$ cat config.mk
export PLATFORM = sky130hd
export DESIGN_NAME = j2_muldiv_unit
export DESIGN_NICKNAME = d
export VERILOG_FILES = /design/src/rtl/j2_muldiv_unit.sv
export SDC_FILE = /design/constraint.sdc
export NUM_CORES = 1
export LEC_CHECK = 0
export ABC_AREA = 0
export BUFFER_PORTS_ARGS = -buffer_cell sky130_fd_sc_hd__buf_2
export CAP_MARGIN = 20
export CELL_PAD_IN_SITES_DETAIL_PLACEMENT = 1
export CELL_PAD_IN_SITES_GLOBAL_PLACEMENT = 2
export CORE_UTILIZATION = 37
export DETAILED_ROUTE_END_ITERATION = 6
export GPL_TIMING_DRIVEN = 0
export PLACE_DENSITY = 0.8
export SLEW_MARGIN = 20
export SYNTH_ARGS = -nofsm -noshare
export SYNTH_HDL_FRONTEND = slang
export SYNTH_SLANG_ARGS = --single-unit
export TNS_END_PERCENT = 50
$ cat constraint.sdc
create_clock -name clk -period 5.6 [get_ports clk]
set_input_delay 0.84 -clock clk [delete_from_list [all_inputs] [get_ports clk]]
set_output_delay 0.84 -clock clk [all_outputs]
set_load 0.01 [all_outputs]
$ cat src/rtl/j2_muldiv_unit.sv
// j2_muldiv_unit: multi-cycle multiply/divide coprocessor for the j2 core.
// Shift-add multiply and restoring divide on operand magnitudes, one bit per cycle;
// a single FIX cycle applies signs and loads the result register.
// Ports:
//   clk, resetq       clock, async active-low reset
//   flush             synchronous abort to IDLE (result kept)
//   start, op         request and opcode (MUL/MULHU/MULH/-/DIVU/REMU/DIV/REM)
//   operand_n/_t      N (dividend / multiplicand), T (divisor / multiplier)
//   busy, done        busy in RUN/FIX; done is a one-cycle pulse
//   result            registered result, held until the next accepted start
//   div_by_zero       with done: DIV*/REM* issued with T == 0
module j2_muldiv_unit #(
    parameter int unsigned WIDTH = 16,
    parameter int unsigned CNT_W = $clog2(WIDTH + 1)
) (
    input  logic             clk,
    input  logic             resetq,
    input  logic             flush,
    input  logic             start,
    input  logic [2:0]       op,
    input  logic [WIDTH-1:0] operand_n,
    input  logic [WIDTH-1:0] operand_t,
    output logic             busy,
    output logic             done,
    output logic [WIDTH-1:0] result,
    output logic             div_by_zero
);

    localparam logic [1:0] StIdle = 2'd0;
    localparam logic [1:0] StRun  = 2'd1;
    localparam logic [1:0] StFix  = 2'd2;
    localparam logic [1:0] StDone = 2'd3;

    localparam logic [2:0] OpMulh = 3'b010;

    logic [1:0]         state_q, state_d;
    logic [CNT_W-1:0]   cnt_q, cnt_d;
    logic [2:0]         op_q, op_d;
    // acc holds {hi, lo}: product {hi, lo}, or {remainder, quotient/dividend}.
    logic [2*WIDTH-1:0] acc_q, acc_d;
    logic [WIDTH-1:0]   dsr_q, dsr_d;      // multiplicand or divisor magnitude
    logic [WIDTH-1:0]   numer_q, numer_d;  // raw N, the remainder on divide by zero
    logic               neg_q, neg_d;      // product / quotient must be negated
    logic               neg_rem_q, neg_rem_d;
    logic               tzero_q, tzero_d;
    logic [WIDTH-1:0]   result_q, result_d;
    logic               dbz_q, dbz_d;

    // Operand conditioning at accept time.
    logic             is_signed, n_neg, t_neg;
    logic [WIDTH-1:0] n_mag, t_mag;

    assign is_signed = (op == OpMulh) || (op[2] && op[1]);
    assign n_neg     = is_signed && operand_n[WIDTH-1];
    assign t_neg     = is_signed && operand_t[WIDTH-1];
    assign n_mag     = n_neg ? -operand_n : operand_n;
    assign t_mag     = t_neg ? -operand_t : operand_t;

    // One multiply step: conditional add into the high half, then shift right.
    logic [WIDTH:0]     mul_sum;
    logic [2*WIDTH-1:0] mul_next;

    assign mul_sum  = {1'b0, acc_q[2*WIDTH-1:WIDTH]}
                    + {1'b0, (acc_q[0] ? dsr_q : {WIDTH{1'b0}})};
    assign mul_next = {mul_sum, acc_q[WIDTH-1:1]};

    // One restoring divide step; rem_diff[WIDTH] is the borrow.
    logic [WIDTH:0]     rem_sh, rem_diff;
    logic [2*WIDTH-1:0] div_next;

    assign rem_sh   = {acc_q[2*WIDTH-1:WIDTH], acc_q[WIDTH-1]};
    assign rem_diff = rem_sh - {1'b0, dsr_q};
    assign div_next = rem_diff[WIDTH] ? {rem_sh[WIDTH-1:0], acc_q[WIDTH-2:0], 1'b0}
                                      : {rem_diff[WIDTH-1:0], acc_q[WIDTH-2:0], 1'b1};

    // Sign fixup. High half of a negated 2W product: ~hi plus the carry out of ~lo + 1.
    logic             lo_zero;
    logic [WIDTH-1:0] mulh_hi, quot, rem, fix_result;

    assign lo_zero = ~|acc_q[WIDTH-1:0];
    assign mulh_hi = neg_q ? (~acc_q[2*WIDTH-1:WIDTH] + {{(WIDTH-1){1'b0}}, lo_zero})
                           : acc_q[2*WIDTH-1:WIDTH];
    assign quot    = neg_q ? -acc_q[WIDTH-1:0] : acc_q[WIDTH-1:0];
    assign rem     = neg_rem_q ? -acc_q[2*WIDTH-1:WIDTH] : acc_q[2*WIDTH-1:WIDTH];

    always_comb begin
        fix_result = '0;
        case (op_q)
            3'b000:         fix_result = acc_q[WIDTH-1:0];
            3'b001:         fix_result = acc_q[2*WIDTH-1:WIDTH];
            3'b010:         fix_result = mulh_hi;
            3'b100, 3'b110: fix_result = tzero_q ? {WIDTH{1'b1}} : quot;
            3'b101, 3'b111: fix_result = tzero_q ? numer_q : rem;
            default:        fix_result = '0;
        endcase
    end

    always_comb begin
        state_d   = state_q;
        cnt_d     = cnt_q;
        op_d      = op_q;
        acc_d     = acc_q;
        dsr_d     = dsr_q;
        numer_d   = numer_q;
        neg_d     = neg_q;
        neg_rem_d = neg_rem_q;
        tzero_d   = tzero_q;
        result_d  = result_q;
        dbz_d     = dbz_q;
        if (flush) begin
            state_d = StIdle;
        end else begin
            case (state_q)
                StIdle, StDone: begin
                    if (start) begin
                        state_d   = StRun;
                        cnt_d     = '0;
                        op_d      = op;
                        numer_d   = operand_n;
                        tzero_d   = (operand_t == '0);
                        neg_d     = n_neg ^ t_neg;
                        neg_rem_d = n_neg;
                        dbz_d     = 1'b0;
                        if (op[2]) begin
                            acc_d = {{WIDTH{1'b0}}, n_mag};
                            dsr_d = t_mag;
                        end else begin
                            acc_d = {{WIDTH{1'b0}}, t_mag};
                            dsr_d = n_mag;
                        end
                    end else begin
                        state_d = StIdle;
                    end
                end
                StRun: begin
                    acc_d = op_q[2] ? div_next : mul_next;
                    if (cnt_q == CNT_W'(WIDTH - 1)) begin
                        state_d = StFix;
                    end else begin
                        cnt_d = cnt_q + CNT_W'(1);
                    end
                end
                StFix: begin
                    result_d = fix_result;
                    dbz_d    = op_q[2] && tzero_q;
                    state_d  = StDone;
                end
                default: state_d = StIdle;
            endcase
        end
    end

    always_ff @(posedge clk or negedge resetq) begin
        if (!resetq) begin
            state_q   <= StIdle;
            cnt_q     <= '0;
            op_q      <= '0;
            acc_q     <= '0;
            dsr_q     <= '0;
            numer_q   <= '0;
            neg_q     <= 1'b0;
            neg_rem_q <= 1'b0;
            tzero_q   <= 1'b0;
            result_q  <= '0;
            dbz_q     <= 1'b0;
        end else begin
            state_q   <= state_d;
            cnt_q     <= cnt_d;
            op_q      <= op_d;
            acc_q     <= acc_d;
            dsr_q     <= dsr_d;
            numer_q   <= numer_d;
            neg_q     <= neg_d;
            neg_rem_q <= neg_rem_d;
            tzero_q   <= tzero_d;
            result_q  <= result_d;
            dbz_q     <= dbz_d;
        end
    end

    assign busy        = (state_q == StRun) || (state_q == StFix);
    assign done        = (state_q == StDone);
    assign result      = result_q;
    assign div_by_zero = dbz_q;

endmodule

==> flow_metrics.py <==
metrics = {
    "run_status": {
        "status": "finished, violations left",
        "violations": "DRC",
    },
    "placed_design": {
        "place_congestion": 0.8983,
        "portBuffers": 56,
        "dpl.hpwl_mm": 25.75,
    },
    "detailed_routing": {
        "wl_met3_mm": 1.565,
        "drt_first_pass_iters": 7,
        "wl_met2_mm": 15.11,
        "drtAntennaViolNets": 0,
        "wire_per_inst_um": 22.92,
        "viasPerCell": 5.960,
        "wl_met1_mm": 15.37,
        "drc": 1,
        "top_layer": "met4",
        "first_iter_violations": 508,
        "dr_total_vias": 8469,
        "wl_mm": 32.57,
    },
    "finish": {
        "final_cell_mix": "o21ai_0 (112), nand2_1 (110), a21oi_1 (96)",
        "diodes": 0,
        "fillers": 2743,
        "syn2layout_area_growth_pct": 11.60,
        "drive_above_1_share_pct": 10.69,
        "final_net_count": 1220,
        "seq_area_sq_um": 2352,
        "multi_input_area_sq_um": 5574,
        "final_common_cell": "o21ai_0",
    },
    "synth": {
        "netlist.top_cell.by_area": "dfrtp_1",
        "synthesis.area_sq_um": 8371,
        "syn_nets": 1153,
        "ys_types": 67,
        "yosysWarnings": 0,
        "synthArstFlopShare_pct": 100.0,
        "synth_top_area_share_pct": 28.10,
        "ys_seq_area_share_pct": 28.10,
        "synth_ff_type": "dfrtp_1",
        "yosys_register_bits": 94,
        "synth_edf_count": 0,
        "synth_area_leaders": "dfrtp_1 (28%), o21ai_0 (6.7%), ha_1 (6.4%)",
        "synthCells": 1069,
        "synth.avg_cell_area_sq_um": 7.830,
    },
    "worst_hold_path": {
        "hold_class": "in2async",
    },
    "sta": {
        "max_freq_ghz": 0.1932,
        "setup_viol": 0,
        "maxSlewViolCount": 0,
        "worst_slew_pin_slew_ns": 0.8603,
        "hold_viol_final": 0,
        "fin_crit_ns": 5.176,
        "rsz0062_at_grt": "no",
        "min_period_over_period_pct": 92.44,
        "holdWs_ns": 0.3907,
        "slew_headroom_pct": 42.64,
        "fin_skew_ns": 0.007296,
    },
    "global_route": {
        "track_usage_pct": 28.62,
        "grt_antenna_before_repair": 0,
        "grt_pass1_vias": 8584,
        "grt_overflow": 0,
        "grt_pass1_wl_mm": 50.71,
        "grt_max_degree": 53,
    },
    "floorplan": {
        "rows": 54,
        "initial_utilization_pct": 38.00,
        "ios": 58,
        "fp.dieW_um": 152.4,
        "coreArea_sq_um": 22030,
        "dieArea_sq_um": 23230,
        "die_y_um": 152.4,
    },
    "power_and_ir_drop": {
        "power_density_nw_per_um2": 604.1,
        "p_leak_nw": 3.971,
        "vdd_drop_max_v": 0.0001617,
        "total_power_w": 0.005644,
    },
    "worst_setup_path": {
        "cpPeakStageDelay_ns": 0.51,
        "path_max_fanout": 16,
        "critical_path_class": "reg2reg",
        "cp_slowest_cell": "or4_1",
        "cp_cell_sequence": "clkinvlp_4 -> ha_1 -> or3b_1 -> or4_1 -> or3_1 -> nor3_1 -> ha_1 -> or3b_1 -> o31ai_2 -> o21ai_1 -> a21oi_1 -> xnor2_1 -> mux2_2 -> o21ai_0 -> o211ai_1",
        "path_buf_inv": 1,
        "cp-start-kind": "flip-flop",
        "worst_setup_path_end_kind": "flip-flop",
        "cpLargestDelayFamily": "simple AND/OR/NAND/NOR gates",
        "worstPathArrival_ns": 5.40,
        "cp.required_ns": 5.83,
    },
    "cts": {
        "numCtsBuffers": 9,
        "root_buffer": "clkbuf_16",
        "tritoncts": "done",
        "clkLatencyLatePin_ns": 0.36,
        "cts_sinks": 94,
        "holdBufCountCts": 0,
        "post_cts_buffers": 0,
        "clkTransAtPathRegs_ns": 0.08,
        "clk_path_buf_depth": 2,
        "htreeDepth": 3,
    },
    "run": {
        "maxCapViolations": 0,
    },
}
-- per-stage QoR --
stage	instance area (sq um)	worst slack, ns	setup TNS, ns	cells	util, %
CTS	9333	0.04851	0	1421	42.37
detailed placement	9035	-0.2016	-0.3022	1406	41.02
finish	9341	0.4236	0	1421	42.41
global placement	9001	-0.1766	-0.2207	1405	40.87
floorplan	8371	1.214	0	1069	-
global route	9341	0.1741	0	1421	42.41
-- cell families after synthesis --
group,after synthesis,synth area share (%)
flops,94,28.10
fa+ha+maj,45,6.906
simple gates,307,16.88
buf+inv,119,5.366
mux,51,6.592
compound gates,365,26.95
xor+xnor,88,9.208
-- routing by layer --
metal,vias up,track usage [%]
li1,3986,-
met1,4255,39.74
met2,197,46.68
met3,31,3.783
met4,0,7.792
met5,-,0
-- state kept, by name, indices dropped and copies added, names as in the netlist --
register	cells
acc_q	32
cnt_q	5
div_by_zero	1
dsr_q	16
neg_q	1
neg_rem_q	1
numer_q	16
op_q	3
result	16
state_q	2
tzero_q	1
-- timing repair --
action | 4_1_cts | 5_1_grt
endpoints found under the setup margin | 3 | 5
gates cloned | 0 | 0
gates resized for setup | 0 | 2
pin swaps | 0 | 0
-- path summary, 6_finish.rpt --
| path | cells after the start | slack, ns | end | from |
|---|---|---|---|---|
| max in group asynchronous | 2 | 4.57 | dsr_q[1]$_DFFE_PN0P_ | resetq |
| worst min-delay path | 1 | 0.39 | result[11]$_DFFE_PN0P_ | resetq |
| worst max register to register | 15 | 0.42 | result[11]$_DFFE_PN0P_ | acc_q[0]$_DFFE_PN0P_ |
| worst min register to register | 2 | 0.47 | result[2]$_DFFE_PN0P_ | result[2]$_DFFE_PN0P_ |
| min in group clk | 2 | 0.47 | result[2]$_DFFE_PN0P_ | result[2]$_DFFE_PN0P_ |
| worst max-delay path | 15 | 0.42 | result[11]$_DFFE_PN0P_ | acc_q[0]$_DFFE_PN0P_ |
-- cell type report --
cell class | count | area share [%]
Tap cell | 280 | 3.750
Sequential cell | 94 | 25.18
Clock buffer | 10 | 2.558
Inverter | 50 | 2.049
Multi-Input combinational cell | 856 | 59.67
Clock inverter | 6 | 0.6697
Timing Repair Buffer | 57 | 3.362
Buffer | 68 | 2.759
-- worst reg2reg max path, cell delays in order (launching register included) --
cell and delay [ns]:
dfrtp_1 0.49, clkinvlp_4 0.33, ha_1 0.23, or3b_1 0.42, or4_1 0.51, or3_1 0.45, nor3_1 0.33, ha_1 0.23
or3b_1 0.39, o31ai_2 0.42, o21ai_1 0.27, a21oi_1 0.21, xnor2_1 0.09, mux2_2 0.28, o21ai_0 0.26, o211ai_1 0.14
-- cell usage after synthesis, types with 18 or more instances --
cell,count
mux2_2,33
inv_1,49
o31ai_1,18
xor2_1,33
mux2i_1,18
o21ai_0,112
nor2_1,88
nand3_1,19
dfrtp_1,94
ha_1,43
a21oi_1,96
xnor2_1,55
nand2_1,110
nor3_1,21
a211oi_1,24
clkbuf_1,65
-- power by group --
part           leakage, nW  internal, W  switching (W)  total, W
Combinational         2.63      0.00137        0.00231   0.00369
Sequential            1.19     0.000957       0.000347   0.00130
Clock                0.148     0.000326       0.000324  0.000650
Note: power is estimated with default switching activity, not from simulation.
